<file path="src/rtl/mfp_ahb_interconnect_pkg.sv">
// Shared constants and types for the MIPSfpga AHB-lite interconnect:
// HTRANS/HRESP encodings, default memory map and error-phase encoding.
package mfp_ahb_interconnect_pkg;

    localparam logic [1:0] HTRANS_IDLE   = 2'd0;
    localparam logic [1:0] HTRANS_BUSY   = 2'd1;
    localparam logic [1:0] HTRANS_NONSEQ = 2'd2;
    localparam logic [1:0] HTRANS_SEQ    = 2'd3;

    localparam logic HRESP_OKAY  = 1'b0;
    localparam logic HRESP_ERROR = 1'b1;

    localparam int N_SLAVES_MIN = 32'sd1;
    localparam int N_SLAVES_MAX = 32'sd8;
    localparam int N_SLAVES_DEF = 32'sd3;

    // Slave 0 is bits [31:0]: boot ROM, RAM, GPIO windows
    localparam logic [95:0] DEF_SLV_BASE = {32'h1F80_0000, 32'h0000_0000, 32'h1FC0_0000};
    localparam logic [95:0] DEF_SLV_MASK = {32'h1FC0_0000, 32'h1000_0000, 32'h1FC0_0000};

    typedef enum logic [1:0] {
        ERR_NONE = 2'd0,
        ERR_ONE  = 2'd1,
        ERR_TWO  = 2'd2
    } err_phase_e;

    function automatic logic htrans_active(input logic [1:0] htrans);
        return (htrans == HTRANS_NONSEQ) || (htrans == HTRANS_SEQ);
    endfunction

    function automatic logic [7:0] sat_inc8(input logic [7:0] value);
        return (value == 8'hFF) ? value : value + 8'd1;
    endfunction

endpackage

</file>
<file path="src/rtl/mfp_ahb_interconnect_if.sv">
// Master-side and slave-side AHB-lite signals of the interconnect plus its
// decode-error diagnostics; the interconnect itself uses the slave modport.
interface mfp_ahb_interconnect_if
    import mfp_ahb_interconnect_pkg::*;
#(
    parameter int N_SLAVES = N_SLAVES_DEF
);
    logic [31:0]            HADDR;
    logic [1:0]             HTRANS;
    logic                   HWRITE;
    logic [31:0]            HRDATA;
    logic                   HREADY;
    logic                   HRESP;
    logic [N_SLAVES-1:0]    HSEL_S;
    logic [32*N_SLAVES-1:0] HRDATA_S;
    logic [N_SLAVES-1:0]    HREADYOUT_S;
    logic [N_SLAVES-1:0]    HRESP_S;
    logic [31:0]            ERR_ADDR;
    logic                   ERR_WRITE;
    logic [7:0]             ERR_CNT;

    modport master (
        output HADDR, HTRANS, HWRITE, HRDATA_S, HREADYOUT_S, HRESP_S,
        input  HRDATA, HREADY, HRESP, HSEL_S, ERR_ADDR, ERR_WRITE, ERR_CNT
    );

    modport slave (
        input  HADDR, HTRANS, HWRITE, HRDATA_S, HREADYOUT_S, HRESP_S,
        output HRDATA, HREADY, HRESP, HSEL_S, ERR_ADDR, ERR_WRITE, ERR_CNT
    );
endinterface

</file>
<file path="src/rtl/mfp_ahb_default_slave.sv">
// Default slave for unmapped accesses: two-cycle AHB ERROR response and
// capture of the offending address, direction and a saturating error count.
module mfp_ahb_default_slave
    import mfp_ahb_interconnect_pkg::*;
(
    input  logic        HCLK,
    input  logic        HRESETn,
    input  logic        start,
    input  logic [31:0] haddr,
    input  logic        hwrite,
    output logic        ready,
    output logic        resp,
    output logic [31:0] err_addr,
    output logic        err_write,
    output logic [7:0]  err_cnt
);
    err_phase_e phase_r;
    err_phase_e phase_nxt_s;

    // Error phase sequencing and the response it presents
    always_comb begin
        phase_nxt_s = ERR_NONE;
        ready       = 1'b1;
        resp        = HRESP_OKAY;
        case (phase_r)
            ERR_NONE: phase_nxt_s = start ? ERR_ONE : ERR_NONE;
            ERR_ONE: begin
                phase_nxt_s = ERR_TWO;
                ready       = 1'b0;
                resp        = HRESP_ERROR;
            end
            ERR_TWO: begin
                phase_nxt_s = start ? ERR_ONE : ERR_NONE;
                resp        = HRESP_ERROR;
            end
            default: phase_nxt_s = ERR_NONE;
        endcase
    end

    // Error phase register
    always_ff @(posedge HCLK or negedge HRESETn) begin
        if (!HRESETn) begin
            phase_r <= ERR_NONE;
        end else begin
            phase_r <= phase_nxt_s;
        end
    end

    // Diagnostic capture on entry to the first error cycle
    always_ff @(posedge HCLK or negedge HRESETn) begin
        if (!HRESETn) begin
            err_addr  <= 32'd0;
            err_write <= 1'b0;
            err_cnt   <= 8'd0;
        end else if (start) begin
            err_addr  <= haddr;
            err_write <= hwrite;
            err_cnt   <= sat_inc8(err_cnt);
        end else begin
            err_cnt   <= err_cnt;
        end
    end
endmodule

</file>
<file path="src/rtl/mfp_ahb_interconnect.sv">
// Single-master AHB-lite interconnect: base/mask address decode, data-phase
// slave select register and response mux, with a default slave for holes.
module mfp_ahb_interconnect
    import mfp_ahb_interconnect_pkg::*;
#(
    parameter int                     N_SLAVES = N_SLAVES_DEF,
    parameter logic [32*N_SLAVES-1:0] SLV_BASE = DEF_SLV_BASE,
    parameter logic [32*N_SLAVES-1:0] SLV_MASK = DEF_SLV_MASK
) (
    input  logic                  HCLK,
    input  logic                  HRESETn,
    mfp_ahb_interconnect_if.slave bus
);
    // Selected slave stored as index+1 so that zero means "no slave"
    localparam int SEL_W = $clog2(N_SLAVES) + 1;

    logic [N_SLAVES-1:0] hsel_s;
    logic [SEL_W-1:0]    hit_sel_s;
    logic [SEL_W-1:0]    sel_r;
    logic [SEL_W-1:0]    sel_nxt_s;
    logic                hit_s;
    logic                active_s;
    logic                err_start_s;
    logic                err_ready_s;
    logic                err_resp_s;
    logic [31:0]         hrdata_s;
    logic                hready_s;
    logic                hresp_s;

    // Address decode; the lowest matching index wins
    always_comb begin
        hsel_s    = {N_SLAVES{1'b0}};
        hit_sel_s = {SEL_W{1'b0}};
        hit_s     = 1'b0;
        for (int i = 0; i < N_SLAVES; i++) begin
            if (!hit_s && ((bus.HADDR & SLV_MASK[32*i +: 32]) == SLV_BASE[32*i +: 32])) begin
                hsel_s[i] = 1'b1;
                hit_sel_s = SEL_W'(i + 1);
                hit_s     = 1'b1;
            end else begin
                hit_s     = hit_s;
            end
        end
    end

    assign active_s    = htrans_active(bus.HTRANS);
    assign err_start_s = hready_s & active_s & ~hit_s;

    // Data-phase select reloads only when the current data phase completes
    always_comb begin
        sel_nxt_s = sel_r;
        if (hready_s) begin
            sel_nxt_s = (active_s && hit_s) ? hit_sel_s : {SEL_W{1'b0}};
        end else begin
            sel_nxt_s = sel_r;
        end
    end

    // Data-phase select register
    always_ff @(posedge HCLK or negedge HRESETn) begin
        if (!HRESETn) begin
            sel_r <= {SEL_W{1'b0}};
        end else begin
            sel_r <= sel_nxt_s;
        end
    end

    // Response mux; with no slave selected the default slave answers
    always_comb begin
        hrdata_s = 32'd0;
        hready_s = err_ready_s;
        hresp_s  = err_resp_s;
        for (int i = 0; i < N_SLAVES; i++) begin
            if (sel_r == SEL_W'(i + 1)) begin
                hrdata_s = bus.HRDATA_S[32*i +: 32];
                hready_s = bus.HREADYOUT_S[i];
                hresp_s  = bus.HRESP_S[i];
            end else begin
                hrdata_s = hrdata_s;
            end
        end
    end

    mfp_ahb_default_slave u_default_slave (
        .HCLK      (HCLK),
        .HRESETn   (HRESETn),
        .start     (err_start_s),
        .haddr     (bus.HADDR),
        .hwrite    (bus.HWRITE),
        .ready     (err_ready_s),
        .resp      (err_resp_s),
        .err_addr  (bus.ERR_ADDR),
        .err_write (bus.ERR_WRITE),
        .err_cnt   (bus.ERR_CNT)
    );

    assign bus.HSEL_S = hsel_s;
    assign bus.HRDATA = hrdata_s;
    assign bus.HREADY = hready_s;
    assign bus.HRESP  = hresp_s;
endmodule
</file>
<file path="src/flat_wrapper.sv">
// flat-port wrapper written by rule: the top's interface ports become plain ports
module mfp_ahb_interconnect_flat import mfp_ahb_interconnect_pkg::*;
#(
    parameter int                     N_SLAVES = N_SLAVES_DEF,
    parameter logic [32*N_SLAVES-1:0] SLV_BASE = DEF_SLV_BASE,
    parameter logic [32*N_SLAVES-1:0] SLV_MASK = DEF_SLV_MASK
)
  (HCLK, HRESETn, bus_HADDR, bus_HTRANS, bus_HWRITE, bus_HRDATA_S, bus_HREADYOUT_S, bus_HRESP_S, bus_HRDATA, bus_HREADY, bus_HRESP, bus_HSEL_S, bus_ERR_ADDR, bus_ERR_WRITE, bus_ERR_CNT);
  mfp_ahb_interconnect_if #(.N_SLAVES(N_SLAVES)) bus_i ();
  input  logic HCLK;
  input  logic HRESETn;
  input wire logic [$bits(bus_i.HADDR)-1:0] bus_HADDR;
  input wire logic [$bits(bus_i.HTRANS)-1:0] bus_HTRANS;
  input wire logic [$bits(bus_i.HWRITE)-1:0] bus_HWRITE;
  input wire logic [$bits(bus_i.HRDATA_S)-1:0] bus_HRDATA_S;
  input wire logic [$bits(bus_i.HREADYOUT_S)-1:0] bus_HREADYOUT_S;
  input wire logic [$bits(bus_i.HRESP_S)-1:0] bus_HRESP_S;
  output wire logic [$bits(bus_i.HRDATA)-1:0] bus_HRDATA;
  output wire logic [$bits(bus_i.HREADY)-1:0] bus_HREADY;
  output wire logic [$bits(bus_i.HRESP)-1:0] bus_HRESP;
  output wire logic [$bits(bus_i.HSEL_S)-1:0] bus_HSEL_S;
  output wire logic [$bits(bus_i.ERR_ADDR)-1:0] bus_ERR_ADDR;
  output wire logic [$bits(bus_i.ERR_WRITE)-1:0] bus_ERR_WRITE;
  output wire logic [$bits(bus_i.ERR_CNT)-1:0] bus_ERR_CNT;
  assign bus_i.HADDR = bus_HADDR;
  assign bus_i.HTRANS = bus_HTRANS;
  assign bus_i.HWRITE = bus_HWRITE;
  assign bus_i.HRDATA_S = bus_HRDATA_S;
  assign bus_i.HREADYOUT_S = bus_HREADYOUT_S;
  assign bus_i.HRESP_S = bus_HRESP_S;
  assign bus_HRDATA = bus_i.HRDATA;
  assign bus_HREADY = bus_i.HREADY;
  assign bus_HRESP = bus_i.HRESP;
  assign bus_HSEL_S = bus_i.HSEL_S;
  assign bus_ERR_ADDR = bus_i.ERR_ADDR;
  assign bus_ERR_WRITE = bus_i.ERR_WRITE;
  assign bus_ERR_CNT = bus_i.ERR_CNT;
  mfp_ahb_interconnect #(.N_SLAVES(N_SLAVES), .SLV_BASE(SLV_BASE), .SLV_MASK(SLV_MASK)) u_core (.HCLK(HCLK), .HRESETn(HRESETn), .bus(bus_i));
endmodule
</file>
<file path="config.mk">
export PLATFORM = sky130hd
export DESIGN_NAME = mfp_ahb_interconnect_flat
export DESIGN_NICKNAME = d
export VERILOG_FILES = /design/src/rtl/mfp_ahb_interconnect_pkg.sv /design/src/rtl/mfp_ahb_interconnect_if.sv /design/src/rtl/mfp_ahb_default_slave.sv /design/src/rtl/mfp_ahb_interconnect.sv /design/src/flat_wrapper.sv
export SDC_FILE = /design/constraint.sdc
export NUM_CORES = 1
export LEC_CHECK = 0
export ABC_CLOCK_PERIOD_IN_PS = 2200
export CORE_MARGIN = 2
export CORE_UTILIZATION = 33
export DETAILED_ROUTE_END_ITERATION = 8
export PLACE_DENSITY = 0.81
export SLEW_MARGIN = 40
export SYNTH_ARGS = -nofsm -noshare
export SYNTH_HDL_FRONTEND = slang
export SYNTH_SLANG_ARGS = --single-unit
</file>
<file path="constraint.sdc">
create_clock -name HCLK -period 2.2 [get_ports HCLK]
set_input_delay 0.33 -clock HCLK [delete_from_list [all_inputs] [get_ports HCLK]]
set_output_delay 0.33 -clock HCLK [all_outputs]
set_load 0.1 [all_outputs]
</file>
# After elaboration in Yosys (flattened, before gate mapping)
# Cells that the tools add are included.
dict set report classes {
  shift 0
  n_addsub 1
  div_mod_pow 0
  eq_ne 10
  n_mux 22
  n_bitwise 4
  n_mul 0
  n_reduce_logical 11
  magnitude_cmp 0
}
# op n
set ops {}
lappend ops {{$mux 32} 3}
lappend ops {{$logic_not 32->1} 1}
lappend ops {{$mux 1} 15}
lappend ops {{$eq 7x7->1 const B} 2}
lappend ops {{$mux 3} 3}
lappend ops {{$add 8x1->8 const B} 1}
lappend ops {{$eq 8x8->1 const B} 1}
lappend ops {{$eq 2x2->1 const B} 3}
lappend ops {{$eq 3x2->1 const B} 2}
lappend ops {{$pmux 2 s2} 1}
lappend ops {{$reduce_or 2->1} 2}
lappend ops {{$eq 3x1->1 const B} 1}
lappend ops {{$logic_and 1x1->1} 3}
lappend ops {{$and 1x1->1} 2}
lappend ops {{$eq 2x1->1 const B} 1}
lappend ops {{$logic_not 1->1} 2}
lappend ops {{$logic_not 2->1} 1}
lappend ops {{$not 1->1} 2}
lappend ops {{$reduce_and 2->1} 1}
lappend ops {{$logic_or 1x1->1} 1}
dict set report totals {
  in_bits 139
  n_memories 0
  register_bits 46
  latch_bits 0
  romBits 0
  ramBits 0
  output_inout_bits 78
}

# Longest topological paths before layout
# Gate-level depths: netlist of the first run.
dict set report logic_depth {
  word_depth 12
  depth_mapped 7
  depth_no_buf 6
}

# Hierarchy
# Synthesis of the first run repeated with hierarchy kept, for this count alone.
dict set report unflattened {
  cells_unflattened 213
  hier_area_um2 2829.0
}
# module cells_each n_inst area_each_um2
set modules_own_cells {}
lappend modules_own_cells {mfp_ahb_default_slave 115 1 1747.9}
lappend modules_own_cells {mfp_ahb_interconnect 98 1 1081.0}

# Worst setup path before layout of the first run
# Ideal clock, no wire load.
dict set report synth_timing {
  path_type {in2out}
  start {in bus_HADDR[28]}
  end {out bus_HSEL_S[2]}
  required_time_ns 1.870
  arrival_ns 2.026
  setup_slack_ns -0.156
  path_buffers 0
  stages 3
  path_cell_list {nand4_1 > or2_2 > nor2_1}
}
dict set report synth_between {
  elab_chain_len 8
  word_cells_on_any_way 10
  classes_between {eq/ne (2); mux (3); reduce/logical (5)}
}
# item line
set synth_lines {}
lappend synth_lines {{from (decl)} flat_wrapper.sv:12} ;# input wire logic [$bits(bus_i.HADDR)-1:0] bus_HADDR;
lappend synth_lines {{$eq 7x7->1} mfp_ahb_interconnect.sv:36} ;# if (!hit_s && ((bus.HADDR & SLV_MASK[32*i +: 32]) == SLV_BASE[32*i +: 32])) begin
lappend synth_lines {{$mux 1} mfp_ahb_interconnect.sv:36}
lappend synth_lines {{$logic_not 1->1} mfp_ahb_interconnect.sv:36}
lappend synth_lines {{$logic_and 1x1->1} mfp_ahb_interconnect.sv:36}
lappend synth_lines {{$mux 1} mfp_ahb_interconnect.sv:36}
lappend synth_lines {{$logic_not 1->1} mfp_ahb_interconnect.sv:36}
lappend synth_lines {{$logic_and 1x1->1 *} mfp_ahb_interconnect.sv:36}
lappend synth_lines {{$mux 1 *} mfp_ahb_interconnect.sv:36}
lappend synth_lines {{to (decl)} flat_wrapper.sv:21} ;# output wire logic [$bits(bus_i.HSEL_S)-1:0] bus_HSEL_S;
# Every way passes the cells marked *; elsewhere a longest branch is shown, timed or not.

# Worst setup path in the final report of the first run
dict set report layout_timing {
  start {reg u_core.u_default_slave.phase_r[1]}
  end {out bus_HREADY}
}
dict set report layout_between {
  elab_chain_len 5
}
# item line
set layout_lines {}
lappend layout_lines {{from (decl)} mfp_ahb_default_slave.sv:17} ;# err_phase_e phase_r;
lappend layout_lines {{from (signal assigned)} mfp_ahb_default_slave.sv:45} ;# phase_r <= phase_nxt_s;
lappend layout_lines {{$eq 2x1->1} mfp_ahb_default_slave.sv:25} ;# case (phase_r)
lappend layout_lines {{$mux 1} mfp_ahb_default_slave.sv:25}
lappend layout_lines {{$mux 1 (3 in a row)} mfp_ahb_interconnect.sv:74} ;# if (sel_r == SEL_W'(i + 1)) begin
lappend layout_lines {{to (decl)} flat_wrapper.sv:19} ;# output wire logic [$bits(bus_i.HREADY)-1:0] bus_HREADY;
# Every way passes these cells.

==> run_results.csv, run 1 <==
group,metric,value,unit
clocking,root_buffer,"clkbuf_8",
final_layout,drive_above_1_share,46.8,%
grt,first_global_vias,3040,
pwr,power_density,940,nW/µm²
placement,io_buffers,215,
floorplan,core_area,7810,µm²
sta,slew_headroom,55.2,%
worst_hold_path,min_path_type,"input pin to asynchronous set/reset pin",
floorplan,die_x,94.1,µm
grt,grt_pass1_wl,15100,µm
grt,grt_overflow,0,
setup_path,rrSetupSlack,0.09,ns
synth,seq_area_frac_synth,42.0,%
placement,hpwl,7980,µm
sta,skew,0.00220,ns
floorplan,die_h,94.1,µm
setup_path,worstPathArrival,1.80,ns
synth,ys_top_cells_by_count,"mux2_2 (64), dfrtp_1 (45), a22o_1 (32)",
setup_path,path_max_fanout,7,
setup_path,reg2reg_from,"u_core.u_default_slave.phase_r[1]$_DFF_PN0_",
floorplan,initial_core_util,34.3,%
synth,synth-edff-count,0,
pwr,peakVddDrop,0.870,mV
sta,fin_crit,2.13,ns
setup_path,end_kind,"output pin",
routing,ant_nets,0,
routing,drtPass1Iterations,4,
setup_path,required,1.87,ns
grt,grt_max_degree,46,
synth,synth.cell_area,2680,µm²
placement,gp_congestion,0.821,
sta,slew_violations,0,
clocking,cts.clk_slew.worst_paths,0.08,ns
routing,num_vias,2709,
routing,routed_via_density,4.96,
sta,post-route-period-util,96.6,%
placement,dpl_cell_area,5300,µm²
final_layout,area_growth,104,%
routing,drc_errors,0,
routing,drtIter0Drc,38,
synth,synth-async-reset-ratio,100,%
setup_path,cp_slowest_stage_delay,0.49,ns
synth,netlist_top_cells_area,"dfrtp_1 (42%), mux2_2 (27%), a22o_1 (10%)",
setup_path,r2r-end,"u_core.u_default_slave.err_addr[30]$_DFFE_PN0P_",
setup_path,critPathLaunchType,"flop",
synth,ys_types,31,
synth,syn_inst,220,
status,outcome,"finished, final reports clean",
routing,wl,9890,µm
synth,synth.largest_area_cell,"dfrtp_1",
setup_path,reg2regPathDepth,7,
synth,ys_warn_count,0,
synth,syn_avg_cell_area,12.2,µm²
grt,grt_use_total,22.0,%
setup_path,path_class,"flop to output pin",
grt,antenna_found_initial,0,
final_layout,antenna_cells,0,
clocking,cts_tree,"built",
run,drv_cap,0,
synth,synthFlopType,"dfrtp_1",
floorplan,die_area,8850,µm²
sta,hold_viol,0,
setup_path,crit_top_cell,"inv_2",
setup_path,critical_path.cell_chain,"inv_2 > ha_1 > mux4_2 > buf_6 > inv_2 > buf_12",
synth,yosysMostFrequentCell,"mux2_2",
synth,synth-seq-cells,45,
synth,synth_top_area_share,42.0,%
sta,setup_viol,0,
setup_path,cp_slowest_cell,"mux4_2",
setup_path,crit_buf_inv,4,
clocking,clkLatencyLatePin,0.30,ns
final_layout,nets,588,
clocking,postCtsHoldBufs,0,
floorplan,boundaryPins,217,
clocking,cts_made_buffers,5,
routing,wire_per_inst,18.1,µm
sta,hold-worst-slack,0.0945,ns
final_layout,design_area,5460,µm²
pwr,leakagePower,2.28,nW
clocking,clockBufferDepth,2,
clocking,clock-sinks,45,
sta,grt_setup_unrepaired,"false",
synth,synth_fp_nets,365,
sta,fmax,470,MHz
clocking,h-tree-depth,2,
setup_path,critPathTopFamily,"multiplexers",
floorplan,fp-row-count,32,
sta,worst_pin_slew,0.667,ns
-- worst reg2reg max path, cell delays in order, from the launching register on --
cell,delay [ns]
dfrtp_1,0.38
inv_2,0.06
ha_1,0.17
mux4_2,0.49
buf_4,0.20
nor2_4,0.14
buf_12,0.20
mux2_2,0.37
-- metrics by stage --
step,TNS (ns),total power [mW],util (%),instances,worst slack (ns)
after floorplan,0,3.48,-,220,0.0204
after global placement,-1.98,4.44,67.9,534,-0.0690
after detailed placement,-2.60,4.49,67.9,534,-0.0996
after CTS,0,5.15,69.6,544,0.0142
after global routing,0,5.31,69.9,546,0.00759
final,0,5.13,69.9,546,0.0738
-- power breakdown --
group	switching, mW	total, mW	leakage, nW	internal [mW]
combinational	2.29	3.30	1.68	1.01
sequential	0.160	1.19	0.538	1.03
clock	0.278	0.648	0.0585	0.370
total	2.73	5.13	2.28	2.41
-- cell type report --
class / count / area [µm²]
Clock buffer: 7 / 86.3
Sequential cell: 45 / 1130
Tap cell: 102 / 128
Fill cell: 599 / 2350
Inverter: 7 / 26.3
Multi-Input combinational cell: 152 / 1480
Clock inverter: 1 / 30.0
Timing Repair Buffer: 232 / 2580
-- worst max path at each step --
stage	from	end	slack, ns	depth (start not counted)
floorplan	u_core.u_default_slave.err_cnt[3]$_DFFE_PN0P_	u_core.u_default_slave.err_cnt[7]$_DFFE_PN0P_	0.02	3
global placement	bus_HREADYOUT_S[2]	u_core.u_default_slave.err_addr[21]$_DFFE_PN0P_	-0.07	6
detailed placement	bus_HREADYOUT_S[2]	u_core.u_default_slave.err_addr[2]$_DFFE_PN0P_	-0.1	6
CTS	u_core.u_default_slave.phase_r[0]$_DFF_PN0_	bus_HREADY	0.01	5
global route	u_core.u_default_slave.phase_r[0]$_DFF_PN0_	bus_HREADY	0.008	5
finish	u_core.u_default_slave.phase_r[1]$_DFF_PN0_	bus_HREADY	0.07	6
-- per-layer routing --
metal  up-vias  track usage [%]  part of all wire, %
met5         -                0                    0
met2       148             42.3                   54
met1      1283             21.6                   34
li1       1268                -                    -
met3        10             8.67                   11
met4         0             5.92                  1.4
-- what timing repair did --
action | in CTS | in global routing
gates resized for setup | 1 | 4
endpoints found under the setup margin | 2 | 7
buffers inserted | 2 | 2
-- flip-flops by register name (all words and copies together) (netlist names) --
name	cells
u_core.u_default_slave.err_addr	32
u_core.u_default_slave.err_cnt	8
u_core.sel_r	2
u_core.u_default_slave.phase_r	2
u_core.u_default_slave.err_write	1
-- cell usage in the layout, fill, tap and decap left out, drive strengths merged, types with 2 or more instances in the layout --
cell type	n
clkdlybuf4s50	136
buf	96
mux2	70
dfrtp	45
a22o	32
nand2	9
clkbuf	7
inv	7
ha	6
nor2	6
o21ai	5
nand4	3
nor3	3
mux4	2
and2	2
or2	2
xor2	2
nor4	2
-- cells by family after synthesis --
logic type / share of synthesized area, %
DFF: 42.0
AOI/OAI and AO/OA: 12.3
buffers and inverters: 4.20
and+or+nand+nor: 6.91
adders and majority gates: 2.80
xor gates and xnor gates: 0.654
muxes: 31.1
(Power assumes the default switching activity.)
==> inputs of run 2 (changes only) <==
Settings changed: TNS_END_PERCENT set to 5.
==> run_results.csv, run 2 (synthesized netlist as in run 1, its figures left out) <==
group,metric,value,unit
status,outcome,"finished, final reports clean",
clocking,clockBufferDepth,2,
routing,ant_nets,0,
routing,drc_errors,0,
grt,grt_max_degree,46,
pwr,p_sw,2.73,mW
setup_path,path_max_fanout,4,
setup_path,cp_slowest_stage_delay,0.52,ns
grt,antenna_found_initial,0,
final_layout,largest_reg_flops,32,
placement,hpwl,7990,µm
clocking,clkLatencyLatePin,0.30,ns
final_layout,final_cells,551,
routing,wl,9920,µm
placement,placedCellCount,535,
routing,wire_per_inst,18.0,µm
sta,post-route-period-util,98.2,%
setup_path,required,1.87,ns
pwr,pwr-share-clk,13.9,%
setup_path,critical_path.cell_chain,"ha_1 > mux4_2 > buf_6 > inv_4 > buf_12",
sta,skew,0.00754,ns
pwr,seqPwrFrac,22.6,%
floorplan,boundaryPins,217,
setup_path,reg2regPathDepth,7,
pwr,comb_power_share,63.5,%
clocking,cts_made_buffers,5,
sta,hold-worst-slack,0.0982,ns
pwr,peakVddDrop,1.10,mV
sta,slew_headroom,62.3,%
floorplan,initial_core_util,34.3,%
setup_path,r2r-end,"u_core.u_default_slave.err_addr[29]$_DFFE_PN0P_",
sta,slew_violations,0,
final_layout,design_area,5530,µm²
grt,use_met1,22.1,%
final_layout,antenna_cells,0,
placement,gp_congestion,0.869,
setup_path,path_class,"flop to output pin",
setup_path,end_kind,"output pin",
pwr,p_int,2.51,mW
pwr,power_density,946,nW/µm²
setup_path,cp_slowest_cell,"mux4_2",
grt,gr-usage-met2,39.3,%
grt,grt_overflow,0,
clocking,cts_tree,"built",
setup_path,reg2reg_from,"u_core.u_default_slave.phase_r[0]$_DFF_PN0_",
final_layout,nets,593,
final_layout,top_register,"u_core.u_default_slave.err_addr",
final_layout,nFillCells,574,
grt,met3_usage,8.43,%
run,drv_cap,0,
grt,first_global_vias,2914,
setup_path,critPathLaunchType,"flop",
clocking,clock-sinks,45,
sta,fmax,463,MHz
grt,grt_pass1_wl,14700,µm
worst_hold_path,min_path_type,"input pin to asynchronous set/reset pin",
clocking,root_buffer,"clkbuf_8",
floorplan,die_h,94.1,µm
setup_path,rrSetupSlack,0.06,ns
routing,drtIter0Drc,18,
clocking,h-tree-depth,2,
pwr,total_power,5.24,mW
sta,tns,0,ns
floorplan,die_x,94.1,µm
sta,grt_setup_unrepaired,"false",
pwr,leakagePower,2.32,nW
sta,hold_viol,0,
setup_path,worstPathArrival,1.83,ns
sta,setup_viol,0,
grt,grt_use_total,21.4,%
floorplan,fp-row-count,32,
grt,top_usage_layer,"met2",
sta,fin_crit,2.16,ns
routing,routed_via_density,4.93,
final_layout,drive_above_1_share,40.8,%
floorplan,core_area,7810,µm²
final_layout,final_common_cell,"clkdlybuf4s50_1",
final_layout,reg_top3,"u_core.u_default_slave.err_addr x32, u_core.u_default_slave.err_cnt x8",
sta,worst_pin_slew,0.565,ns
floorplan,die_area,8850,µm²
routing,drtPass1Iterations,4,
routing,num_vias,2719,
final_layout,final_cell_mix,"clkdlybuf4s50_1 (136), mux2_2 (64), buf_4 (54), dfrtp_1 (44), buf_12 (42)",
placement,io_buffers,215,
placement,dpl_cell_area,5280,µm²
clocking,cts.clk_slew.worst_paths,0.08,ns
final_layout,area_growth,107,%
pwr,switching_share,52.1,%
## run 2: changes by cell type in the layout (fill, tap and decap cells not counted), moves of 2 or more
cell    previous run  this run
buf_12            39        42
a22o_2            30         0
buf_6              1         3
inv_2              2         0
a22o_1             2        32
## run 2: cell type report
cell class              instances  area [µm²]  share of cell area, %
inverters                       7        28.8                  0.520
multi-input cells             152        1450                   26.1
clock inverters                 3        65.1                   1.18
clock buffers                   5        68.8                   1.24
well taps                     102         128                   2.31
repair buffers                237        2670                   48.3
flip-flops and latches         45        1130                   20.4
## run 2: worst max-delay path by stage
stage	start	end	slack [ns]	cells after the start
floorplan	u_core.sel_r[0]$_DFFE_PN0P_	bus_HRDATA[10]	-0.03	5
CTS	u_core.u_default_slave.phase_r[0]$_DFF_PN0_	bus_HREADY	0.007	5
detailed placement	bus_HREADYOUT_S[2]	u_core.u_default_slave.err_cnt[6]$_DFFE_PN0P_	-0.15	6
global placement	bus_HREADYOUT_S[2]	u_core.u_default_slave.err_cnt[6]$_DFFE_PN0P_	-0.08	6
global route	u_core.u_default_slave.phase_r[0]$_DFF_PN0_	bus_HREADY	0.002	5
finish	u_core.u_default_slave.phase_r[0]$_DFF_PN0_	bus_HREADY	0.04	5
## run 2: worst max-delay path: cells and delay by family, from the launching register on
kind | cells | cell delay [ns]
buffers and inverters | 3 | 0.40
flip-flops | 1 | 0.42
adder cells (fa/ha/maj) | 1 | 0.20
multiplexers | 1 | 0.52
## run 2: what timing repair did
item,CTS,global route
endpoints found under the setup margin,33,50
setup buffers,3,3
gates cloned,0,2
hold buffers,0,0
pin swaps,0,1
resized for setup,2,5
## run 2: metal layers
metal | share of wire (%) | wire [µm] | up-vias
li1 | - | - | 1275
met1 | 34 | 3360 | 1283
met2 | 53 | 5250 | 149
met3 | 11 | 1080 | 12
met4 | 2.3 | 230 | 0
met5 | 0 | 0 | -
## run 2: power groups by stage
stage	logic, mW	clock network, mW	registers [mW]
after floorplan	0.886	0	2.58
after global placement	3.26	0	1.18
after detailed placement	3.29	0	1.19
after CTS	3.31	0.750	1.18
after global routing	3.43	0.774	1.21
final	3.33	0.729	1.18
## run 2: stage by stage
step / util (%) / setup slack, ns
final: 70.9 / 0.0395
after detailed placement: 67.7 / -0.154
after global routing: 70.9 / 0.00205
after CTS: 69.8 / 0.00668
after global placement: 67.7 / -0.0823
after floorplan: - / -0.0327
==> inputs of run 3 (changes only) <==
--- a/config.mk
+++ b/config.mk
@@ -11,4 +11,5 @@
 export DETAILED_ROUTE_END_ITERATION = 8
 export PLACE_DENSITY = 0.81
+export SKIP_CTS_REPAIR_TIMING = 1
 export SLEW_MARGIN = 40
 export SYNTH_ARGS = -nofsm -noshare
==> constraint.sdc (replaced) <==
create_clock -name HCLK -period 2.2 [get_ports HCLK]
set_input_delay 0.44 -clock HCLK [delete_from_list [all_inputs] [get_ports HCLK]]
set_output_delay 0.44 -clock HCLK [all_outputs]
set_load 0.1 [all_outputs]
==> run_results.csv, run 3 (synthesized netlist as in run 1, its figures left out) <==
group,metric,value,unit
status,outcome,"finished, violations left",
status,violations,"setup timing",
routing,drtIter0Drc,24,
routing,wl,9890,µm
setup_path,required,1.76,ns
clocking,cts_tree,"built",
setup_path,path_class,"input pin to output pin",
grt,first_global_vias,3016,
setup_path,path_max_fanout,5,
clocking,cts.clk_slew.worst_paths,0.09,ns
pwr,total_power,5.16,mW
final_layout,final_common_cell,"clkdlybuf4s50_1",
final_layout,final_cell_mix,"clkdlybuf4s50_1 (135), mux2_2 (64), buf_4 (59), dfrtp_1 (43), buf_12 (40)",
pwr,peakVddDrop,0.846,mV
final_layout,area_growth,106,%
run,drv_cap,0,
floorplan,die_x,94.1,µm
pwr,leakagePower,2.30,nW
grt,use_met1,21.2,%
sta,hold-worst-slack,0.103,ns
floorplan,fp-row-count,32,
grt,grt_overflow,0,
final_layout,antenna_cells,0,
sta,worst_pin_slew,0.524,ns
clocking,clkLatencyLatePin,0.30,ns
routing,routed_via_density,5.02,
routing,drtPass1Iterations,4,
final_layout,top_register,"u_core.u_default_slave.err_addr",
clocking,cts_made_buffers,5,
pwr,power_density,936,nW/µm²
final_layout,nFillCells,564,
sta,fin_crit,2.29,ns
sta,slew_violations,0,
floorplan,die_area,8850,µm²
grt,grt_use_total,21.5,%
clocking,h-tree-depth,2,
sta,post-route-period-util,104,%
floorplan,boundaryPins,217,
sta,slew_headroom,65.0,%
placement,placedCellCount,540,
floorplan,initial_core_util,34.3,%
worst_hold_path,min_path_type,"input pin to asynchronous set/reset pin",
placement,gp_congestion,0.832,
final_layout,final_cells,551,
routing,num_vias,2768,
sta,skew,0.00941,ns
setup_path,end_kind,"output pin",
floorplan,die_h,94.1,µm
grt,grt_max_degree,33,
pwr,seqPwrFrac,23.0,%
pwr,comb_power_share,64.3,%
final_layout,design_area,5510,µm²
grt,grt_pass1_wl,14900,µm
pwr,p_sw,2.75,mW
placement,hpwl,7790,µm
final_layout,drive_above_1_share,42.3,%
placement,io_buffers,215,
grt,top_usage_layer,"met2",
pwr,p_int,2.42,mW
grt,gr-usage-met2,40.2,%
clocking,clockBufferDepth,2,
routing,wire_per_inst,18.0,µm
floorplan,core_area,7810,µm²
sta,fin_ws,-0.0890,ns
setup_path,critPathLaunchType,"input pin",
sta,fmax,437,MHz
final_layout,largest_reg_flops,32,
routing,drc_errors,0,
grt,met3_usage,8.91,%
sta,setup_viol,2,
placement,dpl_cell_area,5320,µm²
pwr,switching_share,53.2,%
grt,antenna_found_initial,0,
setup_path,worstPathArrival,1.85,ns
final_layout,reg_top3,"u_core.u_default_slave.err_addr x32, u_core.u_default_slave.err_cnt x8",
clocking,clock-sinks,45,
pwr,pwr-share-clk,12.7,%
sta,hold_viol,0,
sta,grt_setup_unrepaired,"true",
final_layout,nets,593,
routing,ant_nets,0,
clocking,root_buffer,"clkbuf_8",
[run 3: changes by cell type in the layout (fill, tap and decap cells not counted), sizes merged]
| cell | previous run | this run |
|---|---|---|
| bufinv | 2 | 1 |
| buf | 100 | 101 |
| clkinv | 1 | 0 |
| clkinvlp | 0 | 1 |
| dlymetal6s2s | 0 | 1 |
| clkdlybuf4s50 | 136 | 135 |
[run 3: layout make-up]
cell class	instances	area (µm²)	share of cell area, %
tap	102	128	2.32
clock buffer	6	82.6	1.50
clock inverter	2	37.5	0.681
timing repair buffer	237	2620	47.6
sequential	45	1130	20.5
inverter	7	28.8	0.522
multi-input combinational	152	1480	26.9
[run 3: routing by layer]
metal / up-vias / wire length, µm
li1: 1275 / -
met1: 1334 / 3440
met2: 144 / 5110
met3: 15 / 1130
met4: 0 / 213
met5: - / 0
[run 3: path summary, 6_finish.rpt]
kind	from	cells after the start	end	slack (ns)
worst min register to register	u_core.u_default_slave.err_addr[18]$_DFFE_PN0P_	1	u_core.u_default_slave.err_addr[18]$_DFFE_PN0P_	0.50
worst min-delay path	HRESETn	1	u_core.u_default_slave.err_addr[10]$_DFFE_PN0P_	0.10
worst max-delay path	bus_HREADYOUT_S[1]	6	bus_HREADY	-0.09
worst max register to register	u_core.u_default_slave.phase_r[0]$_DFF_PN0_	6	u_core.u_default_slave.err_addr[3]$_DFFE_PN0P_	0.04
min in group HCLK	u_core.u_default_slave.err_addr[18]$_DFFE_PN0P_	1	u_core.u_default_slave.err_addr[18]$_DFFE_PN0P_	0.50
max in group asynchronous	HRESETn	2	u_core.u_default_slave.err_addr[0]$_DFFE_PN0P_	1.39
[run 3: critical path, cell delays in order]
cell and delay (ns):
clkdlybuf4s50_1 0.46, inv_1 0.04, mux4_2 0.53, buf_6 0.16
inv_4 0.05, buf_12 0.16
[run 3: power groups by stage]
| stage | combinational (mW) | clock, mW | sequential, mW |
|---|---|---|---|
| after floorplan | 0.886 | 0 | 2.58 |
| after global placement | 3.27 | 0 | 1.18 |
| after detailed placement | 3.30 | 0 | 1.19 |
| after CTS | 3.31 | 0.668 | 1.18 |
| after global routing | 3.42 | 0.699 | 1.22 |
| final | 3.32 | 0.656 | 1.19 |
[run 3: stage by stage]
stage | utilization [%] | setup TNS (ns) | setup slack, ns
final | 70.6 | -0.104 | -0.0890
after global routing | 70.6 | -1.00 | -0.148
after CTS | 69.7 | -1.68 | -0.221
after detailed placement | 68.1 | -7.29 | -0.215
after global placement | 68.1 | -6.47 | -0.198
after floorplan | - | -4.28 | -0.143
